$ cat src/rtl/serial_adder_pkg.sv
// serial_adder shared types and sizing helpers.
// Optional build macro used by this slice: SERIAL_ADDER_OVF_EN.
package serial_adder_pkg;

  typedef enum logic [1:0] {
    IDLE = 2'd0,
    RUN  = 2'd1,
    DONE = 2'd2
  } state_t;

  localparam int DEF_WIDTH = 8;

  function automatic int cnt_w(input int w);
    return (w <= 2) ? 1 : $clog2(w);
  endfunction

endpackage

$ cat src/rtl/serial_fa_cell.sv
// serial_fa_cell: one-bit full adder from two half-adder stages.
// Shared by the bit-serial datapath in serial_adder.
module serial_fa_cell (
  input  logic a,
  input  logic b,
  input  logic cin,
  output logic s,
  output logic co
);

  logic hs1;
  logic hc1;
  logic hc2;

  assign hs1 = a ^ b;
  assign hc1 = a & b;
  assign s   = hs1 ^ cin;
  assign hc2 = hs1 & cin;
  assign co  = hc1 | hc2;

endmodule

$ cat src/rtl/serial_adder.sv
// serial_adder: LSB-first bit-serial adder with valid/ready on both sides.
// Define SERIAL_ADDER_OVF_EN to add the ovf_out signed-overflow port.
module serial_adder
  import serial_adder_pkg::*;
#(
  parameter int WIDTH = DEF_WIDTH
) (
  input  logic             clk,
  input  logic             rst_n,
  input  logic             in_valid,
  output logic             in_ready,
  input  logic [WIDTH-1:0] a_in,
  input  logic [WIDTH-1:0] b_in,
  input  logic             cin,
  output logic             out_valid,
  input  logic             out_ready,
  output logic [WIDTH-1:0] sum_out,
  output logic             cout_out
`ifdef SERIAL_ADDER_OVF_EN
  ,
  output logic             ovf_out
`endif
);

  localparam int CW = cnt_w(WIDTH);
  localparam logic [CW-1:0] LAST = CW'(WIDTH - 1);

  state_t state;
  state_t state_nxt;

  logic [WIDTH-1:0] a_sh;
  logic [WIDTH-1:0] b_sh;
  logic [WIDTH-2:0] sum_sh;
  logic [WIDTH-1:0] sum_cat;
  logic             carry;
  logic [CW-1:0]    cnt;
  logic             last;
  logic             fa_s;
  logic             fa_co;

  serial_fa_cell u_fa (
    .a   (a_sh[0]),
    .b   (b_sh[0]),
    .cin (carry),
    .s   (fa_s),
    .co  (fa_co)
  );

  assign last    = (cnt == LAST);
  assign sum_cat = {fa_s, sum_sh};

  // State register.
  always_ff @(posedge clk) begin
    if (!rst_n) state <= IDLE;
    else        state <= state_nxt;
  end

  // Next state and handshake outputs decoded from the current state.
  always_comb begin
    state_nxt = state;
    in_ready  = 1'b0;
    out_valid = 1'b0;
    unique case (state)
      IDLE: begin
        in_ready = 1'b1;
        if (in_valid) state_nxt = RUN;
      end
      RUN: begin
        if (last) state_nxt = DONE;
      end
      DONE: begin
        out_valid = 1'b1;
        if (out_ready) state_nxt = IDLE;
      end
      default: state_nxt = IDLE;
    endcase
  end

  // Operand load, serial shift and result capture on the final bit.
  always_ff @(posedge clk) begin
    if (!rst_n) begin
      a_sh     <= '0;
      b_sh     <= '0;
      sum_sh   <= '0;
      carry    <= 1'b0;
      cnt      <= '0;
      sum_out  <= '0;
      cout_out <= 1'b0;
`ifdef SERIAL_ADDER_OVF_EN
      ovf_out  <= 1'b0;
`endif
    end else begin
      unique case (state)
        IDLE: begin
          if (in_valid) begin
            a_sh  <= a_in;
            b_sh  <= b_in;
            carry <= cin;
            cnt   <= '0;
          end
        end
        RUN: begin
          a_sh   <= a_sh >> 1;
          b_sh   <= b_sh >> 1;
          sum_sh <= sum_cat[WIDTH-1:1];
          carry  <= fa_co;
          if (last) begin
            sum_out  <= sum_cat;
            cout_out <= fa_co;
`ifdef SERIAL_ADDER_OVF_EN
            ovf_out  <= carry ^ fa_co;
`endif
          end else begin
            cnt <= cnt + 1'b1;
          end
        end
        default: ;
      endcase
    end
  end

endmodule

$ cat config.mk
export PLATFORM = sky130hd
export DESIGN_NAME = serial_adder
export DESIGN_NICKNAME = d
export VERILOG_FILES = /design/src/rtl/serial_adder_pkg.sv /design/src/rtl/serial_fa_cell.sv /design/src/rtl/serial_adder.sv
export SDC_FILE = /design/constraint.sdc
export NUM_CORES = 1
export LEC_CHECK = 0
export ABC_AREA = 1
export BUFFER_PORTS_ARGS = -buffer_cell sky130_fd_sc_hd__buf_2
export CORE_ASPECT_RATIO = 2
export CORE_UTILIZATION = 30
export DETAILED_ROUTE_END_ITERATION = 8
export PLACE_DENSITY = 0.46
export SLEW_MARGIN = 40
export SYNTH_ARGS = -nofsm -noshare
export SYNTH_HDL_FRONTEND = slang
export SYNTH_SLANG_ARGS = --single-unit
$ cat constraint.sdc
create_clock -name clk -period 2.7 [get_ports clk]
set_clock_uncertainty 0.15 [all_clocks]
set_input_delay 0.135 -clock clk [delete_from_list [all_inputs] [get_ports clk]]
set_output_delay 0.135 -clock clk [all_outputs]
set_load 0.01 [all_outputs]
==> metrics.yaml, run 1 <==
relSlewSlack_pct: 67.4
criticalPathCategory: "flop to flop"
synth_edf_count: 0
netlist_area_um2: 1650
drc: 0
synth_common_cells: "nand2_1 (74), nor2_1 (56), dfxtp_1 (38)"
fmax_mhz: 585
grtUsageTotal_pct: 14.2
grt_max_degree: 38
synth_most_common_cell: "nand2_1"
synth_area_leaders: "dfxtp_1 (46%), nand2_1 (17%), nor2_1 (13%), inv_1 (5.0%), a21oi_1 (3.6%)"
n_antenna_cell: 0
endpoint_kind: "flop"
synth_top_area_share_pct: 46.0
period_needed_ps: 1710
synth_cell_types: 17
seq_area_frac_synth_pct: 46.0
clk_latency_ps: 280
holdCritPathClass: "input pin to flop"
nNetsFinal: 302
cellPowerDensity_nw_per_um2: 617
tightest_slew_ps: 489
tns_ps: 0
post-route-util_pct: 38.0
drv_slew: 0
die-area_um2: 5830
synth-simple-area-share_pct: 31.8
root_buffer: "clkbuf_8"
wl_per_cell_um: 10.5
cts_setup_buffers: 0
syn_avg_cell_area_um2: 6.72
syn_nets: 270
num_rows: 37
drive_gt1_share_pct: 15.8
whs_ps: 6.42
grt_antenna_before_repair: 0
ir_worst_vdd_mv: 0.387
die_h_um: 107
dr.pass1.iters: 4
synth_top_family_by_area: "simple AND/OR/NAND/NOR gates"
postSynthCellCount: 246
rsz0062_at_grt: "no"
grt_pass1_wl_um: 5980
yosys_warnings: 0
drtIter0Drc: 24
p_leak_uw: 0.000957
via_count: 1476
clock_path_buffers: 2
synth_flop_cell: "dfxtp_1"
gp_congestion: 0.763
coreArea_um2: 5230
dieWidth_um: 54.5
initial_utilization_pct: 31.6
cts_buffers: 5
cp_max_fo: 37
cts_tree: "yes"
synth_async_sr_flop_share_pct: 0
worstPathRequired_ps: 2740
vias_per_cell: 4.38
synth_compound_area_share_pct: 11.1
postCtsHoldBufs: 4
drtAntennaViolNets: 0
setup_viol: 0
ios: 32
area_growth_pct: 20.0
ctsHtreeMaxLevel: 2
synth_top_area_cell: "dfxtp_1"
dp_hpwl_um: 2470
ys_ff_latch: 38
status: "finished clean"
fin_crit_sh_pct: 63.3
max_cap_violations: 0
routed_wl_um: 3530
hold_viol: 0
startpoint_type: "flop"
synthAdderAreaFrac_pct: 2.72
port_buffers: 31
cts_resized: 0
overflow: 0
grt_pass1_vias: 1380
cp_data_arrival_time_ps: 1740
synthXorXnorAreaFrac_pct: 0
clkTransAtPathRegs_ps: 80
synthMuxAreaShare_pct: 0
cts_sinks: 38
## area by class of cell
cell class,count,area [µm²]
flip-flops and latches,38,761
repair buffers,36,203
inverters,23,86.3
well taps,58,72.6
fillers,588,3250
clock buffers,5,68.8
clock inverters,3,40.0
multi-input cells,174,754
## cell families after synthesis
logic type               Yosys count
AO/OA/AOI/OAI                     36
flip-flops                        38
adder cells (fa/ha/maj)            3
buffers and inverters             34
AND/OR/NAND/NOR                  135
## where the power goes
part           total, µW  switching (µW)  internal, µW  leakage (µW)
logic                146            88.3          57.7      0.000587
registers            610            17.3           593      0.000312
clock network        470             198           272     0.0000579
total               1230             304           923      0.000957
## cells in the final DEF, fill, tap and decap left out
master	synthesis	layout
o21ai_1	12	12
inv_1	22	22
nor2_4	1	1
clkinv_2	0	2
buf_2	6	31
clkbuf_8	0	5
dlygate4sd3_1	0	4
nor2_1	56	56
nand2_1	74	74
ha_1	2	2
nand3_1	3	3
nand2_4	1	1
fa_1	1	1
inv_2	1	1
buf_4	1	1
o21ai_2	1	1
dfxtp_1	38	38
a21oi_1	12	12
o21ai_0	11	11
bufinv_16	0	1
## registers in the layout (all words and copies together) (netlist names)
signal,count
b_sh,8
sum_out,8
a_sh,8
cout_out,1
cnt,3
carry,1
sum_sh,7
state,2
## worst max-delay path, stage by stage (launching register included)
cell,delay [ps]
dfxtp_1,470
nand2_4,260
inv_2,250
nand2_1,240
nor2_1,160
nor2_1,60
## worst paths after layout
path / startpoint / to / slack [ps] / depth (start not counted)
max: state[0]$_SDFFE_PN0P_ / sum_out[6]$_SDFFE_PN0P_ / 990 / 5
min: a_in[6] / a_sh[6]$_SDFFE_PN0P_ / 6 / 5
min reg2reg: sum_out[3]$_SDFFE_PN0P_ / sum_out[3]$_SDFFE_PN0P_ / 310 / 2
max reg2reg: state[0]$_SDFFE_PN0P_ / sum_out[6]$_SDFFE_PN0P_ / 990 / 5
## through the flow
stage	instance area (µm²)	setup slack, ps	instances	power [µW]
after floorplan	1650	1390	246	731
after global placement	1840	1010	325	769
after detailed placement	1840	966	325	769
after CTS	1990	964	337	1250
after global routing	1990	810	337	1310
final	1990	992	337	1230
## metal layers
layer  track usage, %  wire (µm)
met3             3.40        131
met5                0          0
met2             24.3       1890
met1             15.6       1460
met4             6.59         49
Power figures use the tool's default switching activity.
==> run 2: changes to the inputs <==
--- a/config.mk
+++ b/config.mk
@@ -5,12 +5,12 @@
 export SDC_FILE = /design/constraint.sdc
 export NUM_CORES = 1
 export LEC_CHECK = 0
-export ABC_AREA = 1
+export ABC_AREA = 0
 export BUFFER_PORTS_ARGS = -buffer_cell sky130_fd_sc_hd__buf_2
 export CORE_ASPECT_RATIO = 2
 export CORE_UTILIZATION = 30
 export DETAILED_ROUTE_END_ITERATION = 8
-export PLACE_DENSITY = 0.46
+export PLACE_DENSITY = 0.47
 export SLEW_MARGIN = 40
 export SYNTH_ARGS = -nofsm -noshare
 export SYNTH_HDL_FRONTEND = slang
==> constraint.sdc (replaced) <==
create_clock -name clk -period 1.5 [get_ports clk]
set_clock_uncertainty 0.15 [all_clocks]
set_input_delay 0.075 -clock clk [delete_from_list [all_inputs] [get_ports clk]]
set_output_delay 0.075 -clock clk [all_outputs]
set_load 0.01 [all_outputs]
==> run 2 against run 1 <==
Effect of this change:
- power is 100% higher
- combinational power is 110% higher
- wire length is 3.6% lower
- sequential cell count stayed put
- clock power is 130% higher
- global-route usage is 1.6 points lower
- cell count is 15% lower
- final area is 16% higher
- sequential share of layout area is 5.1 points lower
==> metrics.yaml, run 2 <==
synth_async_sr_flop_share_pct: 0
coreArea_um2: 5470
grt_antenna_before_repair: 0
netlist_area_um2: 1730
root_buffer: "clkbuf_8"
cts_setup_buffers: 0
synth-simple-area-share_pct: 18.2
num_rows: 38
wl_per_cell_um: 11.8
cts_sinks: 38
drt-met1-wl_um: 1360
port_buffers: 31
cts_tree: "yes"
synth_cell_types: 27
wl_met3_um: 121
dp_hpwl_um: 2360
layout_common_cells: "nand2_1 (41), dfxtp_1 (34), buf_2 (31), dlygate4sd3_1 (19), mux2i_1 (16)"
drv_slew: 0
via_count: 1377
whs_ps: 166
layout_commonest_cell: "nand2_1"
overflow: 0
register_area_um2: 766
postSynthCellCount: 175
slowest_stage: "dfxtp_2"
worstPathRequired_ps: 1560
cellPowerDensity_nw_per_um2: 1070
syn_avg_cell_area_um2: 9.89
critPathTopFamily: "flip-flops"
p_leak_uw: 0.00105
synth_compound_area_share_pct: 19.0
area_growth_pct: 33.1
clock_path_buffers: 2
dieWidth_um: 55.7
endpoint_kind: "flop"
tightest_slew_ps: 328
drtAntennaViolNets: 0
ios: 32
drtIter0Drc: 14
startpoint_type: "flop"
relSlewSlack_pct: 78.1
dr.pass1.iters: 4
gp_congestion: 0.683
crit_buf_inv: 1
route.top_layer_used: "met4"
clk_latency_ps: 290
nNetsFinal: 251
synth_flop_cell: "dfxtp_1"
drive_gt1_share_pct: 27.2
setup_ws_ps: 52.8
synth_edf_count: 0
tns_ps: 0
synthXorXnorAreaFrac_pct: 0
holdCritPathClass: "input pin to flop"
die_h_um: 109
cp_data_arrival_time_ps: 1510
slowest_delay_ps: 340
yosys_warnings: 0
ctsHtreeMaxLevel: 2
clkTransAtPathRegs_ps: 80
cp_cell_sequence: "ha_4, ha_4, nor4bb_2, buf_4, nand2_1, o21ai_0"
fmax_mhz: 691
synthMuxAreaShare_pct: 9.26
syn_nets: 199
hold_viol: 0
cp_max_fo: 4
grt_pass1_wl_um: 6050
synth_top_family_by_area: "compound AO/OA/AOI/OAI gates"
fin_crit_sh_pct: 96.5
initial_utilization_pct: 31.6
synth_top_area_cell: "dfxtp_1"
setup_viol: 0
drc: 0
synthAdderAreaFrac_pct: 2.60
status: "finished clean"
synth_area_leaders: "dfxtp_1 (44%), mux2i_1 (9.3%), nand2_1 (9.1%), o211a_1 (8.7%), a21boi_0 (5.6%)"
routed_wl_um: 3410
synth_common_cells: "nand2_1 (42), dfxtp_1 (38), mux2i_1 (16)"
ir_worst_vdd_mv: 0.585
grtUsageTotal_pct: 12.6
max_cap_violations: 0
pre_cts_slack_ps: -69.6
n_antenna_cell: 0
period_needed_ps: 1450
die-area_um2: 6090
grt_max_degree: 39
vias_per_cell: 4.78
seq_area_frac_synth_pct: 44.0
criticalPathCategory: "flop to flop"
fillCellCount: 543
cts_buffers: 5
reg_top3: "a_sh x8, b_sh x8, sum_out x8"
ys_ff_latch: 38
met2_length_um: 1870
grt_pass1_vias: 1414
synth_top_area_share_pct: 44.0
worst_path_most_repeated_cell: "ha_4"
multi_input_area_um2: 890
synth_most_common_cell: "nand2_1"
[run 2: cell types whose count changed in the layout (fill, tap and decap cells not counted), sizes merged, moves of 7 or more]
| cell | before | now |
|---|---|---|
| o21ai | 24 | 5 |
| inv | 23 | 0 |
| mux2i | 0 | 16 |
| nor2 | 57 | 2 |
| o211a | 0 | 15 |
| buf | 32 | 39 |
| dlygate4sd3 | 4 | 19 |
| a21oi | 12 | 1 |
| nand2 | 75 | 42 |
| a21boi | 0 | 18 |
[run 2: final timing paths]
path / startpoint / endpoint / slack [ps] / depth (start not counted)
worst min register to register: sum_out[3]$_SDFFE_PN0P_ / sum_out[3]$_SDFFE_PN0P_ / 300 / 2
worst max-delay path: cnt[1]$_SDFFE_PN0P_ / cnt[1]$_SDFFE_PN0P_ / 50 / 6
worst min-delay path: rst_n / a_sh[6]$_SDFFE_PN0P_ / 170 / 3
worst max register to register: cnt[1]$_SDFFE_PN0P_ / cnt[1]$_SDFFE_PN0P_ / 50 / 6
[run 2: cell type report]
cell class | count | share of cell area, %
sequential | 38 | 33.2
timing repair buffer | 58 | 18.7
tap | 60 | 3.26
multi-input combinational | 124 | 38.6
clock buffer | 6 | 3.59
clock inverter | 2 | 2.61
[run 2: what timing repair did]
item | 4_1_cts | 5_1_grt
resized for setup | 7 | 6
setup endpoints to repair | 4 | 13
pin swaps | 1 | 2
endpoints found under the hold margin | 18 | 0
hold buffers | 19 | 0
gates cloned | 0 | 0
[run 2: logic make-up after synthesis]
group	count (synthesis)
AND/OR/NAND/NOR	65
AO/OA/AOI/OAI	40
flip-flops	38
multiplexers	16
buffers and inverters	13
adder cells (fa/ha/maj)	3
[run 2: worst reg2reg max path, cell delays in order, from the launching register on]
cell and delay [ps]:
dfxtp_2 340, ha_4 160, ha_4 160, nor4bb_2 260, buf_4 170, nand2_1 50
o21ai_0 70
[run 2: metal layers]
layer  vias up  global-route usage (%)
li1        704                       -
met1       643                    11.4
met2        26                    25.3
met3         4                    3.06
met4         0                    6.43
met5         -                       0
[run 2: stage by stage]
stage / power, µW / area [µm²] / utilization (%) / cells
6_report: 2460 / 2300 / 42.1 / 288
3_5_place_dp: 1380 / 1930 / 35.2 / 261
4_1_cts: 2510 / 2280 / 41.7 / 288
2_1_floorplan: 1320 / 1730 / - / 175
5_1_grt: 2600 / 2300 / 42.1 / 288
3_3_place_gp: 1370 / 1930 / 35.2 / 261
[run 2: report_power, final]
part	switching [µW]	total, µW	internal (µW)
clock	356	1070	709
sequential	34.8	1100	1060
combinational	131	303	172
total	522	2460	1940
